===== config.mk =====
export PLATFORM = sky130hd
export DESIGN_NAME = uart_mem_bridge
export DESIGN_NICKNAME = d
export VERILOG_FILES = /design/src/rtl/uart_mem_pkg.sv /design/src/rtl/uart_mem_timeout.sv /design/src/rtl/uart_mem_bridge.sv
export SDC_FILE = /design/constraint.sdc
export NUM_CORES = 1
export LEC_CHECK = 0
export CAP_MARGIN = 20
export CORE_UTILIZATION = 51
export DETAILED_ROUTE_END_ITERATION = 8
export PLACE_DENSITY = 0.8
export SKIP_CTS_REPAIR_TIMING = 1
export SLEW_MARGIN = 20
export SYNTH_ARGS = -nofsm -noshare
export SYNTH_HDL_FRONTEND = slang
export SYNTH_HIERARCHICAL = 1
export SYNTH_SLANG_ARGS = --single-unit

===== constraint.sdc =====
create_clock -name clk -period 3.6 [get_ports clk]
set_input_delay 0.72 -clock clk [delete_from_list [all_inputs] [get_ports clk]]
set_output_delay 0.72 -clock clk [all_outputs]
set_load 0.01 [all_outputs]

===== src/rtl/uart_mem_pkg.sv =====
// Shared types for the UART memory bridge: command codes, bridge states,
// and the bit-width to byte-count helper.
package uart_mem_pkg;

  typedef enum logic [7:0] {
    ACK    = 8'd1,
    RESEND = 8'd2,
    READ   = 8'd3,
    WRITE  = 8'd4
  } mem_cmd_e;

  typedef enum logic [2:0] {
    IDLE,
    SEND,
    WAIT_RESP,
    RECV_DATA,
    RETRY,
    DONE,
    FAIL
  } bridge_state_e;

  function automatic int unsigned byte_count(input int unsigned bits);
    return (bits + 7) / 8;
  endfunction

endpackage


===== src/rtl/uart_mem_timeout.sv =====
// Saturating response timeout counter for the UART memory bridge.
// Counts while enabled, clears on demand, flags the last cycle of the window.
module uart_mem_timeout #(
  parameter int unsigned TIMEOUT_CYC = 500000
) (
  input  logic clk,
  input  logic res,
  input  logic clr,
  input  logic en,
  output logic expire
);

  localparam int unsigned CW = $clog2(TIMEOUT_CYC + 1);
  localparam logic [CW-1:0] CNT_SAT  = CW'(TIMEOUT_CYC);
  localparam logic [CW-1:0] CNT_LAST = CW'(TIMEOUT_CYC - 1);

  logic [CW-1:0] cnt;

  // Count enabled cycles, holding at the saturation value.
  always_ff @(posedge clk) begin
    if (!res) begin
      cnt <= '0;
    end else if (clr) begin
      cnt <= '0;
    end else if (en && cnt != CNT_SAT) begin
      cnt <= cnt + 1'b1;
    end
  end

  assign expire = en && (cnt == CNT_LAST);

endmodule


===== src/rtl/uart_mem_bridge.sv =====
// Bus-slave to UART memory-server bridge: frames single-beat read/write
// requests as command bytes, collects ACK/RESEND/data responses, retries on
// RESEND or timeout, and reports done/err to the bus side.
// Optional checksum bytes in both directions: define UART_MEM_CSUM_EN.
module uart_mem_bridge
  import uart_mem_pkg::*;
#(
  parameter int unsigned ADDR_W      = 16,
  parameter int unsigned DATA_W      = 32,
  parameter int unsigned MAX_RETRY   = 3,
  parameter int unsigned TIMEOUT_CYC = 500000
) (
  input  logic              clk,
  input  logic              res,
  input  logic              req,
  input  logic              we,
  input  logic [ADDR_W-1:0] addr,
  input  logic [DATA_W-1:0] wdata,
  output logic [DATA_W-1:0] rdata,
  output logic              busy,
  output logic              done,
  output logic              err,
  output logic [7:0]        tx_data,
  output logic              tx_valid,
  input  logic              tx_ready,
  input  logic [7:0]        rx_data,
  input  logic              rx_valid
);

  localparam int unsigned AB = byte_count(ADDR_W);
  localparam int unsigned DB = DATA_W / 8;
`ifdef UART_MEM_CSUM_EN
  localparam int unsigned CS = 1;
`else
  localparam int unsigned CS = 0;
`endif
  localparam int unsigned FB = 1 + AB + DB + CS;
  localparam int unsigned IW = $clog2(FB + 1);
  localparam int unsigned RW = $clog2(DB + 2);
  localparam int unsigned TW = $clog2(MAX_RETRY + 2);
  localparam logic [RW-1:0] DB_CNT    = RW'(DB);
  localparam logic [TW-1:0] RETRY_MAX = TW'(MAX_RETRY);

  bridge_state_e    state, state_nx;
  logic [7:0]       frame    [FB];
  logic [7:0]       frame_nx [FB];
  logic [IW-1:0]    frame_last, frame_last_nx, idx;
  logic             is_write;
  logic [TW-1:0]    retry_cnt;
  logic [RW-1:0]    rx_cnt;
  logic [AB*8-1:0]  addr_ext;
  int unsigned      base_len;
  logic             tmo_clr, tmo_en, tmo_expire;
  logic             rx_ack, rx_resend;
`ifdef UART_MEM_CSUM_EN
  logic [7:0]       tx_csum;
  logic [7:0]       rx_csum;
`endif

  assign addr_ext  = (AB*8)'(addr);
  assign rx_ack    = rx_valid && (rx_data == ACK);
  assign rx_resend = rx_valid && (rx_data == RESEND);

  uart_mem_timeout #(.TIMEOUT_CYC(TIMEOUT_CYC)) u_timeout (
    .clk    (clk),
    .res    (res),
    .clr    (tmo_clr),
    .en     (tmo_en),
    .expire (tmo_expire)
  );

  // Build the outgoing frame (command, address, data, optional checksum) from the bus request.
  always_comb begin
    for (int unsigned k = 0; k < FB; k++) frame_nx[k] = '0;
    frame_nx[0] = we ? WRITE : READ;
    for (int unsigned i = 0; i < AB; i++) frame_nx[1+i] = addr_ext[(AB-1-i)*8 +: 8];
    if (we) begin
      for (int unsigned i = 0; i < DB; i++) frame_nx[1+AB+i] = wdata[(DB-1-i)*8 +: 8];
    end
    base_len = we ? (1 + AB + DB) : (1 + AB);
`ifdef UART_MEM_CSUM_EN
    // Unused data slots are zero, so XOR over the whole array equals XOR over the frame.
    tx_csum = '0;
    for (int unsigned k = 0; k < FB; k++) tx_csum = tx_csum ^ frame_nx[k];
    frame_nx[base_len] = tx_csum;
    frame_last_nx = IW'(base_len);
`else
    frame_last_nx = IW'(base_len - 1);
`endif
  end

  // State register.
  always_ff @(posedge clk) begin
    if (!res) state <= IDLE;
    else      state <= state_nx;
  end

  // Next-state and output decode.
  always_comb begin
    state_nx = state;
    busy     = 1'b0;
    done     = 1'b0;
    err      = 1'b0;
    tx_valid = 1'b0;
    tx_data  = '0;
    tmo_clr  = 1'b0;
    tmo_en   = 1'b0;
    case (state)
      IDLE: if (req) state_nx = SEND;
      SEND: begin
        busy     = 1'b1;
        tx_valid = 1'b1;
        tx_data  = frame[idx];
        if (tx_ready && idx == frame_last) begin
          tmo_clr  = 1'b1;
          state_nx = WAIT_RESP;
        end
      end
      WAIT_RESP: begin
        busy   = 1'b1;
        tmo_en = 1'b1;
        if (rx_ack) begin
          if (is_write) begin
            state_nx = DONE;
          end else begin
            tmo_clr  = 1'b1;
            state_nx = RECV_DATA;
          end
        end else if (rx_resend || tmo_expire) begin
          state_nx = RETRY;
        end
      end
      RECV_DATA: begin
        busy   = 1'b1;
        tmo_en = 1'b1;
        if (rx_valid) begin
          tmo_clr = 1'b1;
`ifdef UART_MEM_CSUM_EN
          if (rx_cnt == DB_CNT) state_nx = (rx_data == rx_csum) ? DONE : RETRY;
`else
          if (rx_cnt == DB_CNT - 1'b1) state_nx = DONE;
`endif
        end else if (tmo_expire) begin
          state_nx = RETRY;
        end
      end
      RETRY: begin
        busy     = 1'b1;
        state_nx = (retry_cnt < RETRY_MAX) ? SEND : FAIL;
      end
      DONE: begin
        done     = 1'b1;
        state_nx = IDLE;
      end
      FAIL: begin
        err      = 1'b1;
        state_nx = IDLE;
      end
      default: state_nx = IDLE;
    endcase
  end

  // Frame, byte index, retry count and response assembly registers.
  always_ff @(posedge clk) begin
    if (!res) begin
      for (int unsigned k = 0; k < FB; k++) frame[k] <= '0;
      frame_last <= '0;
      is_write   <= 1'b0;
      idx        <= '0;
      retry_cnt  <= '0;
      rx_cnt     <= '0;
      rdata      <= '0;
`ifdef UART_MEM_CSUM_EN
      rx_csum    <= '0;
`endif
    end else begin
      case (state)
        IDLE: if (req) begin
          frame      <= frame_nx;
          frame_last <= frame_last_nx;
          is_write   <= we;
          idx        <= '0;
          retry_cnt  <= '0;
        end
        SEND: if (tx_ready) idx <= idx + 1'b1;
        WAIT_RESP: if (rx_ack) begin
          rx_cnt <= '0;
`ifdef UART_MEM_CSUM_EN
          rx_csum <= ACK;
`endif
        end
        RECV_DATA: if (rx_valid && rx_cnt < DB_CNT) begin
          rdata  <= DATA_W'({rdata, rx_data});
          rx_cnt <= rx_cnt + 1'b1;
`ifdef UART_MEM_CSUM_EN
          rx_csum <= rx_csum ^ rx_data;
`endif
        end
        RETRY: if (retry_cnt < RETRY_MAX) begin
          retry_cnt <= retry_cnt + 1'b1;
          idx       <= '0;
        end
        default: ;
      endcase
    end
  end

endmodule


After elaboration in Yosys (flattened, before gate mapping)
Cells that the tools add are included.
{ "classes": {"addsub": 5, "n_mul": 0, "div": 0, "magnitude_cmp": 3, "eq_ne": 21, "n_shift": 0, "n_mux": 36, "bitwise_logic": 2, "n_reduce_logical": 20} }
{ "op_table": {"columns": ["cell", "count"], "rows": [
  ["3-bit two-way mux", 17],
  ["32-bit two-way mux", 1],
  ["8-bit binary-select mux with 3-bit select", 1],
  ["8-bit two-way mux", 3],
  ["19-bit by 1-bit adder with 19-bit output, second input constant", 1],
  ["19-bit == test, second input constant", 1],
  ["19-bit != test, second input constant", 1],
  ["3-bit one-hot mux with 5 select lines", 1],
  ["2-bit != test, second input constant", 6],
  ["3-bit one-hot mux with 2 select lines", 2],
  ["3-bit by 1-bit adder with 3-bit output, second input constant", 3],
  ["3-bit by 2-bit == test with 1-bit output, second input constant", 3],
  ["3-bit == test, second input constant", 3],
  ["1-bit two-way mux", 9],
  ["3-bit != test, second input constant", 3],
  ["3-bit one-hot mux with 3 select lines", 1],
  ["8-bit by 1-bit == test with 1-bit output, second input constant", 1],
  ["8-bit by 2-bit == test with 1-bit output, second input constant", 1],
  ["1-bit logical AND", 6],
  ["3-bit AND reduction", 2],
  ["5-bit AND reduction", 1],
  ["4-bit greater-or-equal comparator, second input constant", 1],
  ["3-bit NOT with 4-bit output", 1],
  ["2-bit AND reduction", 2],
  ["other kinds (14)", 16]
]} }
{ "totals": {"regBits": 123, "latchBits": 0, "mem_bits_rw": 0, "mem_bits_ro": 0, "in_bits": 62, "out_inout_bits": 44, "elab_cells": 102, "n_memories": 0} }

Longest topological paths before layout
{ "depth": {"ltp_word": 8, "ltp_mapped": 10, "depth_no_buf": 8} }

Hierarchy
The synthesis kept the hierarchy.
{ "modules_own_cells": {"columns": ["mod", "instances", "cells_each", "area_each_um2", "seq_area_each_um2"], "rows": [
  ["uart_mem_bridge", 1, 444, 3936.3, 1901.8],
  ["uart_mem_timeout", 1, 122, 1018.5, 380.4]
]} }

Worst setup path after synthesis
No wires, ideal clock.
{ "synth_timing": {"path_type": "input port to flip-flop", "start": "in rx_data[5]", "end": "reg u_timeout.cnt[10]", "setup_ps": 128, "arrival_ps": 2614, "required_ps": 3472, "slack_ps": 858, "stages": 8, "n_path_buf": 2, "path_cell_list": "or4b_4 nor4_1 o21ai_0 a21oi_1 nand2b_1 clkbuf_1 buf_1 nor2_1"} }
{ "synth_between": {"elab_chain_len": 5} }
{ "synth_rtl": {"columns": ["element", "line_no", "source"], "rows": [
  ["from (decl)", "uart_mem_bridge.sv:26", "input logic [7:0] rx_data,"],
  ["8-bit by 1-bit == test with 1-bit output", "uart_mem_bridge.sv:61", "assign rx_ack = rx_valid && (rx_data == ACK);"],
  ["1-bit logical AND", "uart_mem_bridge.sv:61", null],
  ["1-bit two-way mux", "uart_mem_bridge.sv:122", "if (rx_ack) begin"],
  ["1-bit one-hot mux with 3 select lines", "uart_mem_bridge.sv:108", "case (state)"],
  ["via tmo_clr", "uart_mem_bridge.sv:53", "logic tmo_clr, tmo_en, tmo_expire;"],
  ["2-bit OR reduction (no line)", null, null],
  ["to (signal assigned)", "uart_mem_timeout.sv:26", "cnt <= cnt + 1'b1;"],
  ["to (decl)", "uart_mem_timeout.sv:17", "logic [CW-1:0] cnt;"]
]} }
The timed path passes the listed nets, and every way through them passes these cells.
A chain may end at the register's enable or synchronous reset.

Final worst setup path
{ "layout_timing": {"start": "reg state[0]", "end": "out tx_data[2]"} }
{ "layout_between": {"elab_chain_len": 2} }
{ "layout_rtl": {"columns": ["element", "line_no", "source"], "rows": [
  ["from (decl)", "uart_mem_bridge.sv:44", "bridge_state_e state, state_nx;"],
  ["from (signal assigned)", "uart_mem_bridge.sv:95", "else state <= state_nx;"],
  ["3-bit by 1-bit == test with 1-bit output", "uart_mem_bridge.sv:108", null],
  ["8-bit two-way mux", "uart_mem_bridge.sv:108", null],
  ["to (decl)", "uart_mem_bridge.sv:23", "output logic [7:0] tx_data,"]
]} }
Every way passes these cells.

==> summary.txt <==
Layout
  • Fill count: 710
  • Layout Utilization: 72.0%
  • Final #Nets: 730
  • Share of cells above drive strength 1: 10.2%
  • Design Area, Final: 6720 um2
  • Ant. Diodes: 0
  • Area Overhead vs Synth: 35.5%

Routing
  • Drt pass-1 iters: 4
  • Drc violations: 0
  • DR vias: 4637
  • Routed WL per cell: 16.4 um
  • Total Wirelength: 13100 um
  • DRT iter0 DRCs: 247
  • Via/cell ratio: 5.77
  • Antenna viol nets, final: 0

Global routing
  • Vias in the first global route: 4501
  • Largest net degree at the start of global routing: 39
  • Initial antenna violation count: 0
  • Grt ovf: 0
  • Global-route wire length before repair: 21500 um
  • Overall routing resource usage: 27.1%

Synth
  • #FFs+latches synth: 114
  • Cell taking the most area after synthesis: dfxtp_1
  • Synth Instances: 566
  • Most frequent cell after synthesis: dfxtp_1
  • Post-synth cell types: 53
  • Post-Synthesis Net Count: 634
  • Post-synthesis sequential area ratio: 46.1%
  • Commonest cells in the synthesized netlist: dfxtp_1 (114), nand2_1 (109), a21oi_1 (67), a22o_1 (32), clkbuf_1 (32)
  • Synth area leaders: dfxtp_1 (46%), nand2_1 (8.3%), a21oi_1 (6.8%)
  • Post-synth top area share: 46.1%
  • Ys Warns: 6
  • Average size of a mapped cell: 8.75 um2
  • Async S/R FF share, synth: 0%
  • Ys flop type: dfxtp_1
  • Number of flops mapped to enable cells by yosys: 0
  • Mapped Area: 4950 um2

Floorplanning
  • Row cnt: 35
  • Die Span Y: 101 um
  • Initial Util: 53.1%
  • Die X: 101 um
  • Die ar.: 10100 um2
  • # IOs: 106
  • Core ar.: 9330 um2

Run status
  • Outcome: completed

Timing
  • Fin. max-slew vios: 0
  • Setup slack after layout: 0.212 ns
  • Fmax achieved: 295 MHz
  • Max-slew headroom: 56.6%
  • Tcrit/Tclk final: 94.1%
  • Final-report hold violation count: 0
  • Worst-Margin Slew: 0.648 ns
  • Fin Clk Skew: 0.00727 ns
  • RSZ-0062 raised after global routing: no
  • Final setup viols: 0
  • Final min period: 3.39 ns

Worst setup path
  • Crit Path Max Fanout: 15
  • Req. time, crit path: 2.88 ns
  • Largest delay contributor family on the critical path: simple AND/OR/NAND/NOR gates
  • Worst Path Buf+Inv: 1
  • Worst path max stage delay: 0.62 ns
  • Crit. End Element: output port
  • Crit-path cells: or3b_2, nor3_1, clkdlybuf4s50_1
  • Critical path launch point type: flip-flop
  • CP Class: reg2out
  • Crit-path slowest cell: dfxtp_1
  • Arr. time, crit path: 2.67 ns

Clocking
  • Clk_lat worst skew: 0.51 ns
  • H-tree depth: 4
  • Clock Sinks: 114
  • CTS tree: yes
  • CTS Buf Count: 17
  • CTS clk-pin slew, worst paths: 0.06 ns
  • Max Root-Sink Buffers: 2
  • Clk root buf: clkbuf_8

Placement
  • DP Wirelength: 8680 um
  • DP Worst Slack: 0.272 ns
  • GPL Wtd Cong: 0.846
  • Placed cell areas: 6100 um2
  • IO buf count: 105

Power
  • Leak Pwr: 0.00237 uW
  • Power Dens Cells: 581 nW/um2
  • VDD IR max: 0.366 mV

Run
  • Max_cap viols: 0

Hold path
  • Worst hold path type: reg2reg
==> cell type report <==
type | count | area [um2] | area share, %
sequential | 114 | 2280 | 34.0
clock inverter | 11 | 186 | 2.78
tap | 129 | 161 | 2.40
multi-input combinational | 400 | 2480 | 37.0
inverter | 15 | 56.3 | 0.838
clock buffer | 20 | 425 | 6.34
timing repair buffer | 114 | 1120 | 16.7
==> cells in the final DEF, fill, tap and decap left out, types with 4 or more instances in the layout <==
| master | synthesis | layout |
|---|---|---|
| nor2_1 | 22 | 20 |
| nand4_1 | 8 | 8 |
| a22o_1 | 32 | 32 |
| clkbuf_16 | 0 | 16 |
| a221oi_1 | 13 | 13 |
| dfxtp_1 | 114 | 113 |
| nand3_1 | 7 | 7 |
| nor4b_1 | 4 | 4 |
| xnor2_1 | 12 | 12 |
| a21oi_1 | 67 | 67 |
| nand2b_1 | 5 | 5 |
| inv_1 | 15 | 15 |
| nand2_1 | 109 | 109 |
| nor4_1 | 5 | 5 |
| buf_4 | 1 | 9 |
| o31ai_1 | 7 | 7 |
| o21ai_0 | 11 | 11 |
| nor3_1 | 16 | 15 |
| and3_1 | 4 | 4 |
| ha_1 | 6 | 6 |
| or3_1 | 9 | 9 |
| mux2_2 | 13 | 13 |
| or4_1 | 6 | 6 |
| clkinv_2 | 0 | 4 |
| bufinv_16 | 0 | 5 |
| clkdlybuf4s50_1 | 0 | 105 |
==> per-stage QoR <==
step | hold WS [ns] | TNS, ns | std cells | power, uW
global placement | 0.443 | 0 | 772 | 2120
floorplan | 0.433 | 0 | 566 | 1920
detailed placement | 0.447 | 0 | 772 | 2160
CTS | 0.455 | -0.664 | 803 | 3910
global route | 0.473 | 0 | 803 | 4060
finish | 0.452 | 0 | 803 | 3900
==> worst paths after layout <==
path	endpoint	depth (start not counted)	from	slack [ns]
max	tx_data[2]	3	state[0]	0.21
min	rdata[26]	2	rdata[26]	0.45
max reg2reg	state[0]	8	state[2]	0.59
min reg2reg	rdata[26]	2	rdata[26]	0.45
==> power breakdown <==
part,switching [uW],internal (uW),leakage [uW],total [uW]
Sequential,103,1360,0.000925,1470
Combinational,382,304,0.00115,686
Clock,564,1180,0.000298,1750
Total,1050,2850,0.00237,3900
==> worst reg2reg max path: cells and delay by family, from the launching register on <==
family,cells,cell delay (ns)
flops,1,0.44
simple gates,5,1.79
buf+inv,1,0.33
compound gates,2,0.36
==> kinds of logic (layout without fill, tap and decap cells) <==
group | after synthesis | after routing | share of synthesized area [%]
simple gates | 216 | 216 | 21.6
compound gates | 148 | 148 | 20.0
flops | 114 | 114 | 46.1
buf+inv | 52 | 160 | 4.02
mux | 16 | 16 | 4.32
xor+xnor | 14 | 14 | 2.47
fa+ha+maj | 6 | 6 | 1.52
==> state kept, by name, summed over array words and instances (netlist names) <==
signal / cells
frame: 49
frame_last: 2
idx: 3
rdata: 32
retry_cnt: 3
rx_cnt: 3
state: 3
u_timeout/cnt: 19
==> routing by layer <==
| layer | global-route usage [%] | wire (um) | up-vias | share of wire, % |
|---|---|---|---|---|
| met5 | 0 | 0 | - | 0 |
| met4 | 9.25 | 232 | 0 | 1.8 |
| met3 | 6.80 | 575 | 22 | 4.4 |
| li1 | - | - | 2236 | - |
| met1 | 34.5 | 5930 | 2250 | 45 |
| met2 | 44.9 | 6400 | 129 | 49 |
Note: power is estimated with default switching activity, not from simulation.
